==> src/rtl/sync_fifo_param_if.sv <==
// Handshake bundle for sync_fifo_param: producer/consumer requests and FIFO status.
// The master modport drives the requests; the slave modport is the FIFO side.
interface sync_fifo_param_if #(
  parameter int WIDTH = 32,
  parameter int DEPTH = 64
);
  localparam int AW = $clog2(DEPTH);

  logic             w_en;
  logic [WIDTH-1:0] w_data;
  logic             r_en;
  logic             clr_err;
  logic [WIDTH-1:0] r_data;
  logic             w_full;
  logic             r_empty;
  logic             almost_full;
  logic             almost_empty;
  logic [AW:0]      count;
  logic             overflow;
  logic             underflow;

  modport master (
    output w_en, w_data, r_en, clr_err,
    input  r_data, w_full, r_empty, almost_full, almost_empty, count, overflow, underflow
  );

  modport slave (
    input  w_en, w_data, r_en, clr_err,
    output r_data, w_full, r_empty, almost_full, almost_empty, count, overflow, underflow
  );
endinterface

==> src/rtl/sync_fifo_param.sv <==
// Single-clock register-array FIFO with occupancy count, programmable almost flags,
// optional first-word-fall-through read, and sticky overflow/underflow flags.
module sync_fifo_param #(
  parameter int WIDTH     = 32,
  parameter int DEPTH     = 64,
  parameter int AF_THRESH = DEPTH - 4,
  parameter int AE_THRESH = 4,
  parameter bit FWFT      = 1'b0
) (
  input logic              clk,
  input logic              rst,
  sync_fifo_param_if.slave bus
);
  localparam int AW = $clog2(DEPTH);
  localparam logic [AW:0] FULL_C = (AW+1)'(DEPTH);
  localparam logic [AW:0] AF_C   = (AW+1)'(AF_THRESH);
  localparam logic [AW:0] AE_C   = (AW+1)'(AE_THRESH);

  logic [WIDTH-1:0] mem [DEPTH];
  logic [AW:0]      wr_ptr;
  logic [AW:0]      rd_ptr;
  logic [AW:0]      cnt;
  logic [AW:0]      cnt_next;
  logic             full_q;
  logic             empty_q;
  logic             af_q;
  logic             ae_q;
  logic             ovf_q;
  logic             unf_q;
  logic             wr_ok;
  logic             rd_ok;

  // Acceptance uses only registered flags, so there is no w_en/r_en -> flag path.
  assign wr_ok    = bus.w_en & ~full_q;
  assign rd_ok    = bus.r_en & ~empty_q;
  assign cnt_next = cnt + (AW+1)'(wr_ok) - (AW+1)'(rd_ok);

  always_ff @(posedge clk or posedge rst) begin
    if (rst) begin
      wr_ptr  <= '0;
      rd_ptr  <= '0;
      cnt     <= '0;
      full_q  <= 1'b0;
      empty_q <= 1'b1;
      af_q    <= 1'b0;
      ae_q    <= 1'b1;
    end else begin
      if (wr_ok) wr_ptr <= wr_ptr + 1'b1;
      if (rd_ok) rd_ptr <= rd_ptr + 1'b1;
      cnt     <= cnt_next;
      full_q  <= (cnt_next == FULL_C);
      empty_q <= (cnt_next == '0);
      af_q    <= (cnt_next >= AF_C);
      ae_q    <= (cnt_next <= AE_C);
    end
  end

  // A new error in the same cycle as clr_err must survive the clear.
  always_ff @(posedge clk or posedge rst) begin
    if (rst) begin
      ovf_q <= 1'b0;
      unf_q <= 1'b0;
    end else begin
      if (bus.w_en && full_q)    ovf_q <= 1'b1;
      else if (bus.clr_err)      ovf_q <= 1'b0;
      if (bus.r_en && empty_q)   unf_q <= 1'b1;
      else if (bus.clr_err)      unf_q <= 1'b0;
    end
  end

  always_ff @(posedge clk) begin
    if (wr_ok) mem[wr_ptr[AW-1:0]] <= bus.w_data;
  end

  generate
    if (FWFT) begin : g_fwft
      // Head word is shown directly; forced to zero while empty to keep it deterministic.
      assign bus.r_data = empty_q ? '0 : mem[rd_ptr[AW-1:0]];
    end else begin : g_reg
      logic [WIDTH-1:0] rdata_q;
      always_ff @(posedge clk or posedge rst) begin
        if (rst)        rdata_q <= '0;
        else if (rd_ok) rdata_q <= mem[rd_ptr[AW-1:0]];
      end
      assign bus.r_data = rdata_q;
    end
  endgenerate

  assign bus.w_full       = full_q;
  assign bus.r_empty      = empty_q;
  assign bus.almost_full  = af_q;
  assign bus.almost_empty = ae_q;
  assign bus.count        = cnt;
  assign bus.overflow     = ovf_q;
  assign bus.underflow    = unf_q;
endmodule

==> src/flat_wrapper.sv <==
// flat-port wrapper written by rule: the top's interface ports become plain ports
module sync_fifo_param_flat 
#(
  parameter int WIDTH     = 32,
  parameter int DEPTH     = 64,
  parameter int AF_THRESH = DEPTH - 4,
  parameter int AE_THRESH = 4,
  parameter bit FWFT      = 1'b0
)
  (clk, rst, bus_w_en, bus_w_data, bus_r_en, bus_clr_err, bus_r_data, bus_w_full, bus_r_empty, bus_almost_full, bus_almost_empty, bus_count, bus_overflow, bus_underflow);
  sync_fifo_param_if #(.WIDTH(WIDTH), .DEPTH(DEPTH)) bus_i ();
  input logic clk;
  input logic rst;
  input wire logic [$bits(bus_i.w_en)-1:0] bus_w_en;
  input wire logic [$bits(bus_i.w_data)-1:0] bus_w_data;
  input wire logic [$bits(bus_i.r_en)-1:0] bus_r_en;
  input wire logic [$bits(bus_i.clr_err)-1:0] bus_clr_err;
  output wire logic [$bits(bus_i.r_data)-1:0] bus_r_data;
  output wire logic [$bits(bus_i.w_full)-1:0] bus_w_full;
  output wire logic [$bits(bus_i.r_empty)-1:0] bus_r_empty;
  output wire logic [$bits(bus_i.almost_full)-1:0] bus_almost_full;
  output wire logic [$bits(bus_i.almost_empty)-1:0] bus_almost_empty;
  output wire logic [$bits(bus_i.count)-1:0] bus_count;
  output wire logic [$bits(bus_i.overflow)-1:0] bus_overflow;
  output wire logic [$bits(bus_i.underflow)-1:0] bus_underflow;
  assign bus_i.w_en = bus_w_en;
  assign bus_i.w_data = bus_w_data;
  assign bus_i.r_en = bus_r_en;
  assign bus_i.clr_err = bus_clr_err;
  assign bus_r_data = bus_i.r_data;
  assign bus_w_full = bus_i.w_full;
  assign bus_r_empty = bus_i.r_empty;
  assign bus_almost_full = bus_i.almost_full;
  assign bus_almost_empty = bus_i.almost_empty;
  assign bus_count = bus_i.count;
  assign bus_overflow = bus_i.overflow;
  assign bus_underflow = bus_i.underflow;
  sync_fifo_param #(.WIDTH(WIDTH), .DEPTH(DEPTH), .AF_THRESH(AF_THRESH), .AE_THRESH(AE_THRESH), .FWFT(FWFT)) u_core (.clk(clk), .rst(rst), .bus(bus_i));
endmodule
==> config.mk <==
export PLATFORM = sky130hd
export DESIGN_NAME = sync_fifo_param_flat
export DESIGN_NICKNAME = d
export VERILOG_FILES = /design/src/rtl/sync_fifo_param_if.sv /design/src/rtl/sync_fifo_param.sv /design/src/flat_wrapper.sv
export SDC_FILE = /design/constraint.sdc
export NUM_CORES = 2
export LEC_CHECK = 0
export BUFFER_PORTS_ARGS = -buffer_cell sky130_fd_sc_hd__buf_2
export CAP_MARGIN = 20
export CORE_AREA = 5 5 513 363
export DETAILED_ROUTE_END_ITERATION = 7
export DIE_AREA = 0 0 518 368
export PLACE_DENSITY = 0.66
export SLEW_MARGIN = 40
export SYNTH_ARGS = -nofsm -noshare
export SYNTH_HDL_FRONTEND = slang
export SYNTH_SLANG_ARGS = --single-unit
==> constraint.sdc <==
create_clock -name clk -period 5.4 [get_ports clk]
set_clock_uncertainty 0.15 [all_clocks]
set_input_delay 1.35 -clock clk [delete_from_list [all_inputs] [get_ports clk]]
set_output_delay 1.35 -clock clk [all_outputs]
set_load 0.005 [all_outputs]
* Word-level counts from Yosys, hierarchy flattened
Memory sizes are Yosys's and may differ from the RTL's. A register that Yosys moved wholly into a read port is not among the register bits. Cells that the tools add are included.
Storage, ports and cells: word-level logic and storage cells 31, register bits 27, output and inout port bits 45, memory bits (writable) 2048, memories 1
Memories:
- u_core.mem | depth 64, bits a word 32, rd ports 1, clocked after memory_dff 1, write ports 1, line sync_fifo_param.sv:19 | logic [WIDTH-1:0] mem [DEPTH];
Operators by class: muxes and demuxes 5, add/sub/neg operators 4, reductions and logical operators 5, bitwise operators 4, eq/ne operators 1, magnitude comparators 2
Operators by type and width (number):
- $add 7x1->7 const B | 2
- $add 7x1->7 | 1
- $eq 7x7->1 const B | 1
- $ge 7x6->1 const B | 1
- $le 7x3->1 const B | 1
- $logic_not 7->1 | 1
- $sub 7x1->7 | 1
- $mux 1 | 5
- $reduce_bool 2->1 | 2
- $and 1x1->1 | 2
- $logic_and 1x1->1 | 2
- $not 1->1 | 2

* Logic depth before layout (Yosys ltp)
depth after elaboration 5, depth in mapped cells 15, depth with buffers taken out 13

* Worst setup path before layout
Ideal clock, no wire load.
kind input to register, from input port bus_w_en, to memory u_core.mem[31][0] (enable), buffers on the path 2, stages 6, arrival time 4.558 ns, required time 4.789 ns, setup slack 0.231 ns, path through nor2b_1 > clkbuf_1 > and2_0 > clkbuf_1 > nand3_1 > nor3_1
On the way: word-level cells in the longest chain between the ends 3
RTL lines:
- start, declared | line flat_wrapper.sv:14 | input wire logic [$bits(bus_i.w_en)-1:0] bus_w_en;
- $and 1x1->1 | line sync_fifo_param.sv:34 | assign wr_ok = bus.w_en & ~full_q;
- named net u_core.wr_ok | line sync_fifo_param.sv:30 | logic wr_ok;
- $mux 1 | line sync_fifo_param.sv:72 | if (wr_ok) mem[wr_ptr[AW-1:0]] <= bus.w_data;
- $mux 1 (implied by the code) | line sync_fifo_param.sv:72
- end, declared | line sync_fifo_param.sv:19
The timed path passes the listed nets, and every way through them passes these cells.

==> impl_metrics.xml <==
<?xml version="1.0" encoding="UTF-8"?>
<metrics>
  <group name="routing">
    <metric name="route.detailed.vias_per_inst" unit="">6.243</metric>
    <metric name="detailroute.wirelength.met3" unit="mm">27.37</metric>
    <metric name="met2WireLength" unit="mm">95.60</metric>
    <metric name="wire_per_inst" unit="um">33.69</metric>
    <metric name="drt_pre_antenna_iters" unit="">7</metric>
    <metric name="via_count" unit="">40560</metric>
    <metric name="remaining_drc_errors" unit="">0</metric>
    <metric name="sum_of_routed_wire_length_over_all_layers" unit="mm">218.9</metric>
    <metric name="drt_iter0_drc" unit="">6158</metric>
    <metric name="top_signal_layer_used" unit="">met4</metric>
    <metric name="detail_route.wirelength.met1" unit="mm">90.69</metric>
    <metric name="ant_nets" unit="">0</metric>
  </group>
  <group name="die">
    <metric name="die-area" unit="um2">190600</metric>
    <metric name="die_height" unit="um">368</metric>
    <metric name="floorplan.core_area" unit="um2">181000</metric>
    <metric name="die_w" unit="um">518</metric>
    <metric name="initial_utilization" unit="%">44.60</metric>
    <metric name="rows" unit="">131</metric>
    <metric name="top_level_ports" unit="">82</metric>
  </group>
  <group name="timing">
    <metric name="setup-violations-final" unit="">0</metric>
    <metric name="grt_setup_unrepaired" unit="">false</metric>
    <metric name="final.min_clock_period" unit="ns">3.864</metric>
    <metric name="tightestPinTransition" unit="ns">0.9273</metric>
    <metric name="finalSetupTns" unit="ns">0</metric>
    <metric name="final_hold_viol_count" unit="">0</metric>
    <metric name="maxSlewHeadroom" unit="%">38.02</metric>
    <metric name="clock.fmax" unit="MHz">258.8</metric>
    <metric name="fin_crit_sh" unit="%">71.55</metric>
    <metric name="report.final.slew_viol_count" unit="">0</metric>
  </group>
  <group name="grt">
    <metric name="grt_antenna_before_repair" unit="">12</metric>
    <metric name="gr-total-overflow" unit="">0</metric>
    <metric name="grt_first_pass_wirelength" unit="mm">306.0</metric>
    <metric name="first_global_vias" unit="">38390</metric>
    <metric name="grt_usage" unit="%">22.64</metric>
    <metric name="grt_max_degree" unit="">65</metric>
  </group>
  <group name="clocking">
    <metric name="cts_made_buffers" unit="">187</metric>
    <metric name="worstSkewPairLatency" unit="ns">0.80</metric>
    <metric name="hold_buffers" unit="">0</metric>
    <metric name="cts_max_level" unit="">4</metric>
    <metric name="clk_root_buffer_cell" unit="">sky130_fd_sc_hd__clkbuf_16</metric>
    <metric name="clock_path_buffers" unit="">3</metric>
    <metric name="cts_setup_buffers" unit="">0</metric>
    <metric name="clk_pin_slew_worst_paths" unit="ns">0.06</metric>
    <metric name="clock-sinks" unit="">2105</metric>
    <metric name="post_cts_resize_count" unit="">0</metric>
    <metric name="cts_tree" unit="">built</metric>
  </group>
  <group name="logic_synthesis">
    <metric name="postSynthCellCount" unit="">3658</metric>
    <metric name="synth_enable_flop_cells" unit="">2048</metric>
    <metric name="mappedNetlistNets" unit="">3705</metric>
    <metric name="synth_async_sr_flop_share" unit="%">2.708</metric>
    <metric name="yosysWarningCount" unit="">0</metric>
    <metric name="synthesis.area" unit="um2">80700</metric>
    <metric name="synth.top_cells.by_count" unit="">2048 x sky130_fd_sc_hd__edfxtp_1, 431 x sky130_fd_sc_hd__mux4_2, 266 x sky130_fd_sc_hd__mux2i_1, 95 x sky130_fd_sc_hd__nor2_1, 69 x sky130_fd_sc_hd__clkbuf_1</metric>
    <metric name="most_common_cell_in_the_synthesized_netlist" unit="">sky130_fd_sc_hd__edfxtp_1</metric>
    <metric name="synth_top_flop_cell" unit="">sky130_fd_sc_hd__edfxtp_1</metric>
    <metric name="synth_cell_types" unit="">63</metric>
    <metric name="cell_type_contributing_the_most_total_cell_area_after_synthesis" unit="">sky130_fd_sc_hd__edfxtp_1</metric>
    <metric name="synth_area_per_cell" unit="um2">22.06</metric>
    <metric name="post_synthesis_sequential_area_ratio" unit="%">77.97</metric>
    <metric name="netlist_top_cells_area" unit="">sky130_fd_sc_hd__edfxtp_1 76%, sky130_fd_sc_hd__mux4_2 12%, sky130_fd_sc_hd__mux2i_1 3.3%, sky130_fd_sc_hd__dfrtp_1 1.7%, sky130_fd_sc_hd__buf_6 0.45%</metric>
    <metric name="ys_ff_latch" unit="">2105</metric>
    <metric name="synth_top_area_share" unit="%">76.20</metric>
  </group>
  <group name="place">
    <metric name="place_congestion" unit="">0.8384</metric>
    <metric name="placedCellCount" unit="">6134</metric>
    <metric name="detailed_place_hpwl" unit="mm">133.6</metric>
    <metric name="number_of_buffers_added_on_ports" unit="">81</metric>
  </group>
  <group name="critical_path">
    <metric name="cp_peak_stage_delay" unit="ns">0.74</metric>
    <metric name="arrival" unit="ns">4.40</metric>
    <metric name="critical_path.most_common_cell" unit="">sky130_fd_sc_hd__buf_4</metric>
    <metric name="path_delay_family" unit="">buffers and inverters</metric>
    <metric name="worstPathMaxFanout" unit="">24</metric>
    <metric name="critical_path_class" unit="">flip-flop to flip-flop</metric>
    <metric name="req_time_crit_path" unit="ns">5.93</metric>
    <metric name="critical_path.cell_chain" unit="">buf_12 -&gt; buf_4 -&gt; nand3b_1 -&gt; buf_4 -&gt; buf_4 -&gt; o22ai_1 -&gt; a2111oi_0 -&gt; a2111oi_1 -&gt; buf_4 -&gt; a221o_1</metric>
    <metric name="worst_setup_path_start_kind" unit="">flip-flop</metric>
    <metric name="endpoint_kind" unit="">flip-flop</metric>
    <metric name="cell_with_the_biggest_individual_delay_on_the_critical_path" unit="">sky130_fd_sc_hd__a2111oi_0</metric>
    <metric name="path_buf_inv" unit="">5</metric>
  </group>
  <group name="power_and_ir_drop">
    <metric name="peakVddDrop" unit="V">0.0003789</metric>
    <metric name="power_density" unit="nW/um2">510.3</metric>
    <metric name="p_leak" unit="nW">29.24</metric>
  </group>
  <group name="layout">
    <metric name="flow.area_growth_from_synthesis" unit="%">13.68</metric>
    <metric name="fill_cells" unit="">14100</metric>
    <metric name="stdcell_count" unit="">6497</metric>
    <metric name="finish.net_count" unit="">3980</metric>
    <metric name="post_route_cells_drive_above_1_share" unit="%">26.94</metric>
  </group>
  <group name="flow_run">
    <metric name="timing.max_cap.violations" unit="">0</metric>
  </group>
  <group name="hold_path">
    <metric name="hold_class" unit="">flip-flop to flip-flop</metric>
  </group>
  <group name="outcome">
    <metric name="status" unit="">complete, no violations</metric>
  </group>
</metrics>
==> registers in the layout, indices dropped and copies added, names as in the netlist <==
signal                   flops
u_core.wr_ptr                6
u_core.rd_ptr                6
u_core.bus.almost_empty      1
u_core.bus.r_data           32
u_core.bus.overflow          1
u_core.bus.r_empty           1
u_core.bus.w_full            1
u_core.bus.underflow         1
u_core.bus.count             7
u_core.bus.almost_full       1
u_core.mem                2048
==> stage by stage <==
step	util, %	worst slack, ns	hold slack, ns	total power, mW	area [um2]
3_5_place_dp	47.23	0.8724	0.3301	33.67	85460
3_3_place_gp	47.12	0.7412	0.3276	33.49	85270
2_1_floorplan	-	0.2309	0.3302	28.00	80700
4_1_cts	50.61	1.487	0.3450	46.91	91580
6_report	50.70	1.536	0.3481	46.82	91740
5_1_grt	50.69	1.436	0.3786	48.44	91730
==> tightest hold or removal path: cells and delay by family (launching register included) <==
kind	cells	cell delay, ns
AOI/OAI and AO/OA	1	0.06
DFF	1	0.35
and+or+nand+nor	1	0.05
==> path summary, 6_finish.rpt <==
path                                      start                     to  slack [ns]  depth (start not counted)
setup / recovery               u_core.rd_ptr[2]  u_core.bus.r_data[28]        1.54                         10
hold / removal             u_core.bus.r_data[6]   u_core.bus.r_data[6]        0.35                          2
setup reg to reg               u_core.rd_ptr[2]  u_core.bus.r_data[28]        1.54                         10
hold reg to reg            u_core.bus.r_data[6]   u_core.bus.r_data[6]        0.35                          2
max in group asynchronous                   rst       u_core.rd_ptr[3]        3.61                          3
min in group asynchronous                   rst    u_core.bus.overflow        0.45                          2
==> power breakdown <==
group | internal, mW | switching, mW
combinational | 5.53 | 8.56
clock | 7.40 | 5.97
sequential | 18.7 | 0.648
==> cell usage in the layout, fill, tap and decap left out, types with 47 or more instances in the layout <==
cell type                   netlist  routed
sky130_fd_sc_hd__edfxtp_1      2048    2048
sky130_fd_sc_hd__a21oi_1         51      51
sky130_fd_sc_hd__clkbuf_16        0     190
sky130_fd_sc_hd__nand2_1         47      47
sky130_fd_sc_hd__buf_4           31     184
sky130_fd_sc_hd__buf_2           61      62
sky130_fd_sc_hd__dfrtp_1         55      50
sky130_fd_sc_hd__mux2i_1        266     266
sky130_fd_sc_hd__o21ai_0         56      54
sky130_fd_sc_hd__nor2_4           0      63
sky130_fd_sc_hd__mux4_2         431     431
==> cells by family (layout without fill, tap and decap cells) <==
logic type	after synthesis	after routing	synth area share [%]
mux	704	704	15.46
simple gates	221	221	1.248
xor+xnor	13	13	0.1411
buf+inv	229	669	1.684
fa+ha+maj	10	10	0.1643
compound gates	376	376	3.329
other cells	0	5	0
flops	2105	2105	77.97
==> layer usage <==
metal / vias to the layer above / track usage [%]
li1: 16060 / -
met1: 21700 / 34.46
met2: 2523 / 32.20
met3: 273 / 6.513
met4: 0 / 5.815
met5: - / 0
==> area by class of cell <==
cell class | instances | area (um2) | share of cell area [%]
sequential | 2105 | 62950 | 68.61
multi-input combinational | 1324 | 17000 | 18.53
clock buffer | 234 | 4980 | 5.428
tap | 2394 | 2995 | 3.265
timing repair buffer | 294 | 2589 | 2.822
clock inverter | 120 | 1144 | 1.247
inverter | 21 | 80.08 | 0.08728
antenna | 5 | 12.51 | 0.01364
Note: power is estimated with default switching activity, not from simulation.
